$ cat src/rtl/afu_host_rx_split.sv
`default_nettype none
// ============================================================================
//  Module   : afu_host_rx_split
//  Purpose  : Splits the interleaved host RX AXI-S stream into a completion
//             source and a request source, each behind a 2-entry FIFO.
//  Revision : 1.0  initial release
// ============================================================================

module afu_host_rx_split_fifo #(
    parameter int WIDTH = 1
) (
    input  logic             clk,
    input  logic             rst,
    input  logic             push_i,
    input  logic [WIDTH-1:0] din_i,
    input  logic             pop_i,
    output logic             full_o,
    output logic             valid_o,
    output logic [WIDTH-1:0] dout_o
);
    logic [1:0]       cnt_q;
    logic [1:0]       cnt_d;
    logic [WIDTH-1:0] head_q;
    logic [WIDTH-1:0] head_d;
    logic [WIDTH-1:0] tail_q;
    logic [WIDTH-1:0] tail_d;
    logic             w_pop;

    assign w_pop = pop_i && (cnt_q != 2'd0);

    // The head register always holds the oldest beat so the source is driven
    // straight from a flop; the tail only fills while the head is stalled.
    always_comb begin
        cnt_d  = cnt_q;
        head_d = head_q;
        tail_d = tail_q;
        case (cnt_q)
            2'd0: begin
                if (push_i) begin
                    head_d = din_i;
                    cnt_d  = 2'd1;
                end
            end
            2'd1: begin
                if (push_i && w_pop) begin
                    head_d = din_i;
                end else if (push_i) begin
                    tail_d = din_i;
                    cnt_d  = 2'd2;
                end else if (w_pop) begin
                    cnt_d  = 2'd0;
                end
            end
            default: begin
                if (w_pop && push_i) begin
                    head_d = tail_q;
                    tail_d = din_i;
                end else if (w_pop) begin
                    head_d = tail_q;
                    cnt_d  = 2'd1;
                end
            end
        endcase
    end

    always_ff @(posedge clk) begin
        if (rst) begin
            cnt_q <= 2'd0;
        end else begin
            cnt_q <= cnt_d;
        end
        head_q <= head_d;
        tail_q <= tail_d;
    end

    assign full_o  = (cnt_q == 2'd2);
    assign valid_o = (cnt_q != 2'd0);
    assign dout_o  = head_q;
endmodule

module afu_host_rx_split #(
    parameter int DATA_W = 512,
    parameter int USER_W = 10,
    parameter int CNT_W  = 32
) (
    input  logic                clk,
    input  logic                rst,

    input  logic                in_tvalid,
    output logic                in_tready,
    input  logic                in_tlast,
    input  logic [DATA_W-1:0]   in_tdata,
    input  logic [DATA_W/8-1:0] in_tkeep,
    input  logic [USER_W-1:0]   in_tuser_vendor,

    output logic                cpl_tvalid,
    input  logic                cpl_tready,
    output logic                cpl_tlast,
    output logic [DATA_W-1:0]   cpl_tdata,
    output logic [DATA_W/8-1:0] cpl_tkeep,
    output logic [USER_W-1:0]   cpl_tuser_vendor,

    output logic                req_tvalid,
    input  logic                req_tready,
    output logic                req_tlast,
    output logic [DATA_W-1:0]   req_tdata,
    output logic [DATA_W/8-1:0] req_tkeep,
    output logic [USER_W-1:0]   req_tuser_vendor,

    output logic [CNT_W-1:0]    cpl_pkt_cnt,
    output logic [CNT_W-1:0]    req_pkt_cnt
);
    localparam int              C_KEEP_W = DATA_W / 8;
    localparam int              C_BEAT_W = DATA_W + C_KEEP_W + USER_W + 1;
    localparam logic [CNT_W-1:0] C_CNT_ONE = CNT_W'(1);

    typedef enum logic [0:0] {
        ROUTE_REQ = 1'b0,
        ROUTE_CPL = 1'b1
    } route_e;

    logic                sop_q;
    route_e              route_q;
    route_e              w_hdr_route;
    route_e              w_sel_route;
    logic                w_sel_full;
    logic                w_in_acc;

    logic [C_BEAT_W-1:0] w_in_beat;
    logic                w_cpl_push;
    logic                w_cpl_pop;
    logic                w_cpl_full;
    logic                w_cpl_valid;
    logic [C_BEAT_W-1:0] w_cpl_dout;
    logic                w_req_push;
    logic                w_req_pop;
    logic                w_req_full;
    logic                w_req_valid;
    logic [C_BEAT_W-1:0] w_req_dout;

    logic [CNT_W-1:0]    cpl_cnt_q;
    logic [CNT_W-1:0]    req_cnt_q;

    // CPL (0x0A) and CPLD (0x4A) share the low five fmt_type bits.
    assign w_hdr_route = (in_tdata[28:24] == 5'b01010) ? ROUTE_CPL : ROUTE_REQ;
    assign w_sel_route = sop_q ? w_hdr_route : route_q;
    assign w_sel_full  = (w_sel_route == ROUTE_CPL) ? w_cpl_full : w_req_full;
    assign in_tready   = !rst && !w_sel_full;
    assign w_in_acc    = in_tvalid && in_tready;

    assign w_in_beat   = {in_tdata, in_tkeep, in_tuser_vendor, in_tlast};
    assign w_cpl_push  = w_in_acc && (w_sel_route == ROUTE_CPL);
    assign w_req_push  = w_in_acc && (w_sel_route == ROUTE_REQ);

    always_ff @(posedge clk) begin
        if (rst) begin
            sop_q   <= 1'b1;
            route_q <= ROUTE_REQ;
        end else if (w_in_acc) begin
            sop_q <= in_tlast;
            if (sop_q) begin
                route_q <= w_hdr_route;
            end
        end
    end

    afu_host_rx_split_fifo #(
        .WIDTH (C_BEAT_W)
    ) u_cpl_fifo (
        .clk     (clk),
        .rst     (rst),
        .push_i  (w_cpl_push),
        .din_i   (w_in_beat),
        .pop_i   (w_cpl_pop),
        .full_o  (w_cpl_full),
        .valid_o (w_cpl_valid),
        .dout_o  (w_cpl_dout)
    );

    afu_host_rx_split_fifo #(
        .WIDTH (C_BEAT_W)
    ) u_req_fifo (
        .clk     (clk),
        .rst     (rst),
        .push_i  (w_req_push),
        .din_i   (w_in_beat),
        .pop_i   (w_req_pop),
        .full_o  (w_req_full),
        .valid_o (w_req_valid),
        .dout_o  (w_req_dout)
    );

    // Valid is masked during reset so no handshake can complete in that cycle.
    assign cpl_tvalid = w_cpl_valid && !rst;
    assign req_tvalid = w_req_valid && !rst;
    assign {cpl_tdata, cpl_tkeep, cpl_tuser_vendor, cpl_tlast} = w_cpl_dout;
    assign {req_tdata, req_tkeep, req_tuser_vendor, req_tlast} = w_req_dout;
    assign w_cpl_pop  = cpl_tvalid && cpl_tready;
    assign w_req_pop  = req_tvalid && req_tready;

    always_ff @(posedge clk) begin
        if (rst) begin
            cpl_cnt_q <= '0;
            req_cnt_q <= '0;
        end else begin
            if (w_cpl_pop && cpl_tlast) begin
                cpl_cnt_q <= cpl_cnt_q + C_CNT_ONE;
            end
            if (w_req_pop && req_tlast) begin
                req_cnt_q <= req_cnt_q + C_CNT_ONE;
            end
        end
    end

    assign cpl_pkt_cnt = cpl_cnt_q;
    assign req_pkt_cnt = req_cnt_q;
endmodule

`default_nettype wire

$ cat config.mk
export PLATFORM = sky130hd
export DESIGN_NAME = afu_host_rx_split
export DESIGN_NICKNAME = d
export VERILOG_FILES = /design/src/rtl/afu_host_rx_split.sv
export SDC_FILE = /design/constraint.sdc
export NUM_CORES = 2
export LEC_CHECK = 0
export ABC_AREA = 1
export CAP_MARGIN = 20
export CORE_AREA = 5 5 714 716
export DETAILED_ROUTE_END_ITERATION = 10
export DIE_AREA = 0 0 719 721
export GPL_TIMING_DRIVEN = 0
export MAX_ROUTING_LAYER = met4
export PLACE_DENSITY = 0.41
export SYNTH_ARGS = -nofsm -noshare
export SYNTH_HDL_FRONTEND = slang
export SYNTH_SLANG_ARGS = --single-unit
$ cat constraint.sdc
create_clock -name clk -period 74.8 [get_ports clk]
set_clock_uncertainty 0.05 [all_clocks]
set_input_delay 18.7 -clock clk [delete_from_list [all_inputs] [get_ports clk]]
set_output_delay 18.7 -clock clk [all_outputs]
set_load 0.01 [all_outputs]
==> impl_metrics.sql <==
INSERT INTO impl_metrics (metric_group, metric, value, unit) VALUES
('status', 'status', 'finished with violations', ''),
('status', 'violations', 'design-rule violations', ''),
('detailed_routing', 'met3RoutedLength', '43.8', 'mm'),
('logic_synthesis', 'postSynthRegisterBits', '2418', ''),
('logic_synthesis', 'synth_area', '88200', 'um^2'),
('pwr', 'ir_worst_vdd', '0.0173', 'mV'),
('logic_synthesis', 'synthDistinctLibCells', '41', ''),
('floorplan', 'io_pins', '1833', ''),
('worst_setup_path', 'critical_path_arrival', '21.17', 'ns'),
('worst_setup_path', 'slowest_delay', '0.74', 'ns'),
('finish', 'syn_to_final_growth', '45.5', '%'),
('logic_synthesis', 'avgSynthCellArea', '14.3', 'um^2'),
('sta', 'finalCritPeriodShare', '53.4', '%'),
('logic_synthesis', 'post_synth_edffs', '2348', ''),
('detailed_routing', 'post_route_drc', '9', ''),
('sta', 'hold_viol_final', '0', ''),
('worst_setup_path', 'reg2reg_slack', '68.77', 'ns'),
('worst_setup_path', 'timing.critical_path.cells', 'clkdlybuf4s50_1, inv_1, nor2_1, nand3_1, nand3_1, nand2_1, nor2_1, clkdlybuf4s50_1', ''),
('finish', 'drive_gt1_share', '8.99', '%'),
('detailed_routing', 'totalWireLength', '487', 'mm'),
('detailed_routing', 'routedWlPerCell', '31.4', 'um'),
('global_routing', 'first_pass_grt_wire_length', '623', 'mm'),
('detailed_routing', 'detailedRoute.firstPassIterationCount', '11', ''),
('worst_setup_path', 'kind_of_critical_path', 'in -> out', ''),
('sta', 'rsz_0062_raised_after_global_routing', 'false', ''),
('detailed_routing', 'met1Wirelength', '195', 'mm'),
('worst_setup_path', 'standard_cell_with_the_maximum_stage_delay_on_the_critical_path', 'clkdlybuf4s50_1', ''),
('detailed_routing', 'met2_length', '232', 'mm'),
('placement', 'dp.final_hpwl', '397', 'mm'),
('sta', 'period_minus_slack', '39.92', 'ns'),
('worst_setup_path', 'cp-start-kind', 'input port', ''),
('clock_tree', 'sink_count', '2418', ''),
('pwr', 'cellPowerDensity', '25.1', 'nW/um^2'),
('worst_setup_path', 'worst-path-max-fanout', '4', ''),
('logic_synthesis', 'synth_commonest_cells', 'edfxtp_1, nand2_1, o21ai_0', ''),
('sta', 'timing.max_slew.rel_slack', '8.10', '%'),
('placement', 'place.gp.congestion', '0.930', ''),
('logic_synthesis', 'yosysSeqAreaShare', '81.6', '%'),
('sta', 'max_freq', '25.0', 'MHz'),
('clock_tree', 'cts.repair_timing.setup_buffer_count', '0', ''),
('floorplan', 'floorplan.rows', '261', ''),
('logic_synthesis', 'async_flop_share', '0', '%'),
('clock_tree', 'ctsLongestPathBuffers', '4', ''),
('clock_tree', 'worst_skew_pair.late_latency', '0.92', 'ns'),
('clock_tree', 'tritoncts', 'yes', ''),
('logic_synthesis', 'cell_types_occupying_the_most_area_after_synthesis', 'edfxtp_1, o21ai_0, nand2_1', ''),
('clock_tree', 'clk_pin_slew', '0.05', 'ns'),
('global_routing', 'globalRouteTotalUtil', '18.5', '%'),
('logic_synthesis', 'syn_nets', '6753', ''),
('global_routing', 'grt_pass1_vias', '60700', ''),
('logic_synthesis', 'most_common_cell_in_the_netlist', 'edfxtp_1', ''),
('placement', 'placement.io_buffers', '1832', ''),
('sta', 'totalNegativeSetupSlack', '0', 'ns'),
('logic_synthesis', 'post-synth-top-area-cell', 'edfxtp_1', ''),
('logic_synthesis', 'ys_dominant_reg_cell', 'edfxtp_1', ''),
('sta', 'timing_max_transition_violations_final', '0', ''),
('detailed_routing', 'top_layer', 'met4', ''),
('logic_synthesis', 'area_share_of_the_leading_cell_type_in_the_synthesized_netlist', '80.0', '%'),
('floorplan', 'die_area', '518000', 'um^2'),
('pwr', 'power_leakage', '42.2', 'nW'),
('clock_tree', 'cts_root_buffer', 'clkbuf_16', ''),
('global_routing', 'grt_start_max_net_pins', '30', ''),
('sta', 'tightestPinTransition', '1.36', 'ns'),
('worst_setup_path', 'setup.worst_path.end_class', 'output port', ''),
('worst_setup_path', 'worstPathRequired', '56.05', 'ns'),
('flow_run', 'maxCapViolations', '0', ''),
('finish', 'instances_no_fill', '15500', ''),
('global_routing', 'grt_antenna_before_repair', '177', ''),
('floorplan', 'initial_core_util', '17.5', '%'),
('floorplan', 'design.core.area', '503000', 'um^2'),
('detailed_routing', 'final_antenna_net_count', '0', '');
[layout by cell type, fill, tap and decap left out, types with 43 or more instances in the layout]
cell type,netlist,final
inv_1,638,638
o21ai_0,1190,1187
nand2_1,1338,1338
buf_16,0,43
diode_2,0,78
clkdlybuf4s50_1,0,1832
buf_12,0,51
edfxtp_1,2348,2348
buf_8,0,79
clkinv_1,0,51
nor2_1,98,98
clkbuf_16,0,309
clkbuf_1,158,224
clkinv_2,0,52
dfxtp_1,70,70
a21oi_1,47,45
buf_2,112,112
[metal layers]
metal,GRT usage (%),vias to the layer above
met5,-,-
met4,5.21,0
met3,6.13,630
met2,30.1,2567
met1,21.9,31200
li1,-,26500
[area by class of cell]
class                           instances  area (um^2)
Sequential cell                      2418        71900
Multi-Input combinational cell       2821        12700
Clock inverter                        150         1430
Buffer                                275         1200
Timing Repair Buffer                 2044        22000
Fill cell                           52200       375000
Antenna cell                           78          195
Inverter                              645         2420
Clock buffer                          383         8020
Tap cell                             6706         8390
[cells by family after synthesis]
family                   count (synthesis)  synth area share [%]
AO/OA/AOI/OAI                         1245                  7.08
XOR/XNOR                                32                 0.318
adder cells (fa/ha/maj)                  2                0.0284
buffers and inverters                  920                  4.10
flip-flops                            2418                  81.6
AND/OR/NAND/NOR                       1542                  6.91
[worst max-delay path: cells and delay by family]
kind | cells | cell delay, ns
AND/OR/NAND/NOR | 5 | 1.05
buffers and inverters | 3 | 1.39
[worst paths after layout]
kind,start,to,cells after the start
worst max register to register,u_cpl_fifo.cnt_q[1]$_SDFFE_PP0P_,u_cpl_fifo.tail_q[325]$_DFFE_PP_,17
worst min register to register,cpl_pkt_cnt[8]$_SDFFE_PP0P_,cpl_pkt_cnt[8]$_SDFFE_PP0P_,2
worst min-delay path,cpl_pkt_cnt[8]$_SDFFE_PP0P_,cpl_pkt_cnt[8]$_SDFFE_PP0P_,2
worst max-delay path,in_tdata[27],in_tready,8
[stage by stage]
step | instance area [um^2] | util (%) | total power, mW | worst slack, ns | hold WS, ns
after floorplan | 88200 | - | 1.67 | 10.59 | 0.389
after global placement | 115000 | 22.8 | 1.90 | -31.26 | 0.407
after detailed placement | 119000 | 23.6 | 1.82 | 34.91 | 0.421
after CTS | 128000 | 25.4 | 3.27 | 34.91 | 0.430
after global routing | 128000 | 25.5 | 3.34 | 34.73 | 0.449
final | 128000 | 25.5 | 3.22 | 34.88 | 0.432
[power breakdown]
group,total (mW),leakage [nW],internal (mW),switching [mW]
combinational,0.245,15.7,0.0925,0.153
sequential,1.54,21.9,1.53,0.0146
clock,1.43,4.60,0.815,0.617
total,3.22,42.2,2.44,0.785
[state kept, by name, summed over array words and instances, names as in the netlist]
name and flops:
u_cpl_fifo.cnt_q 2, u_req_fifo.tail_q 587, u_cpl_fifo.tail_q 587, u_req_fifo.dout_o 587
route_q 1, u_cpl_fifo.dout_o 587, sop_q 1, cpl_pkt_cnt 32
req_pkt_cnt 32, u_req_fifo.cnt_q 2
No activity file was read; power rests on OpenSTA's default activity.
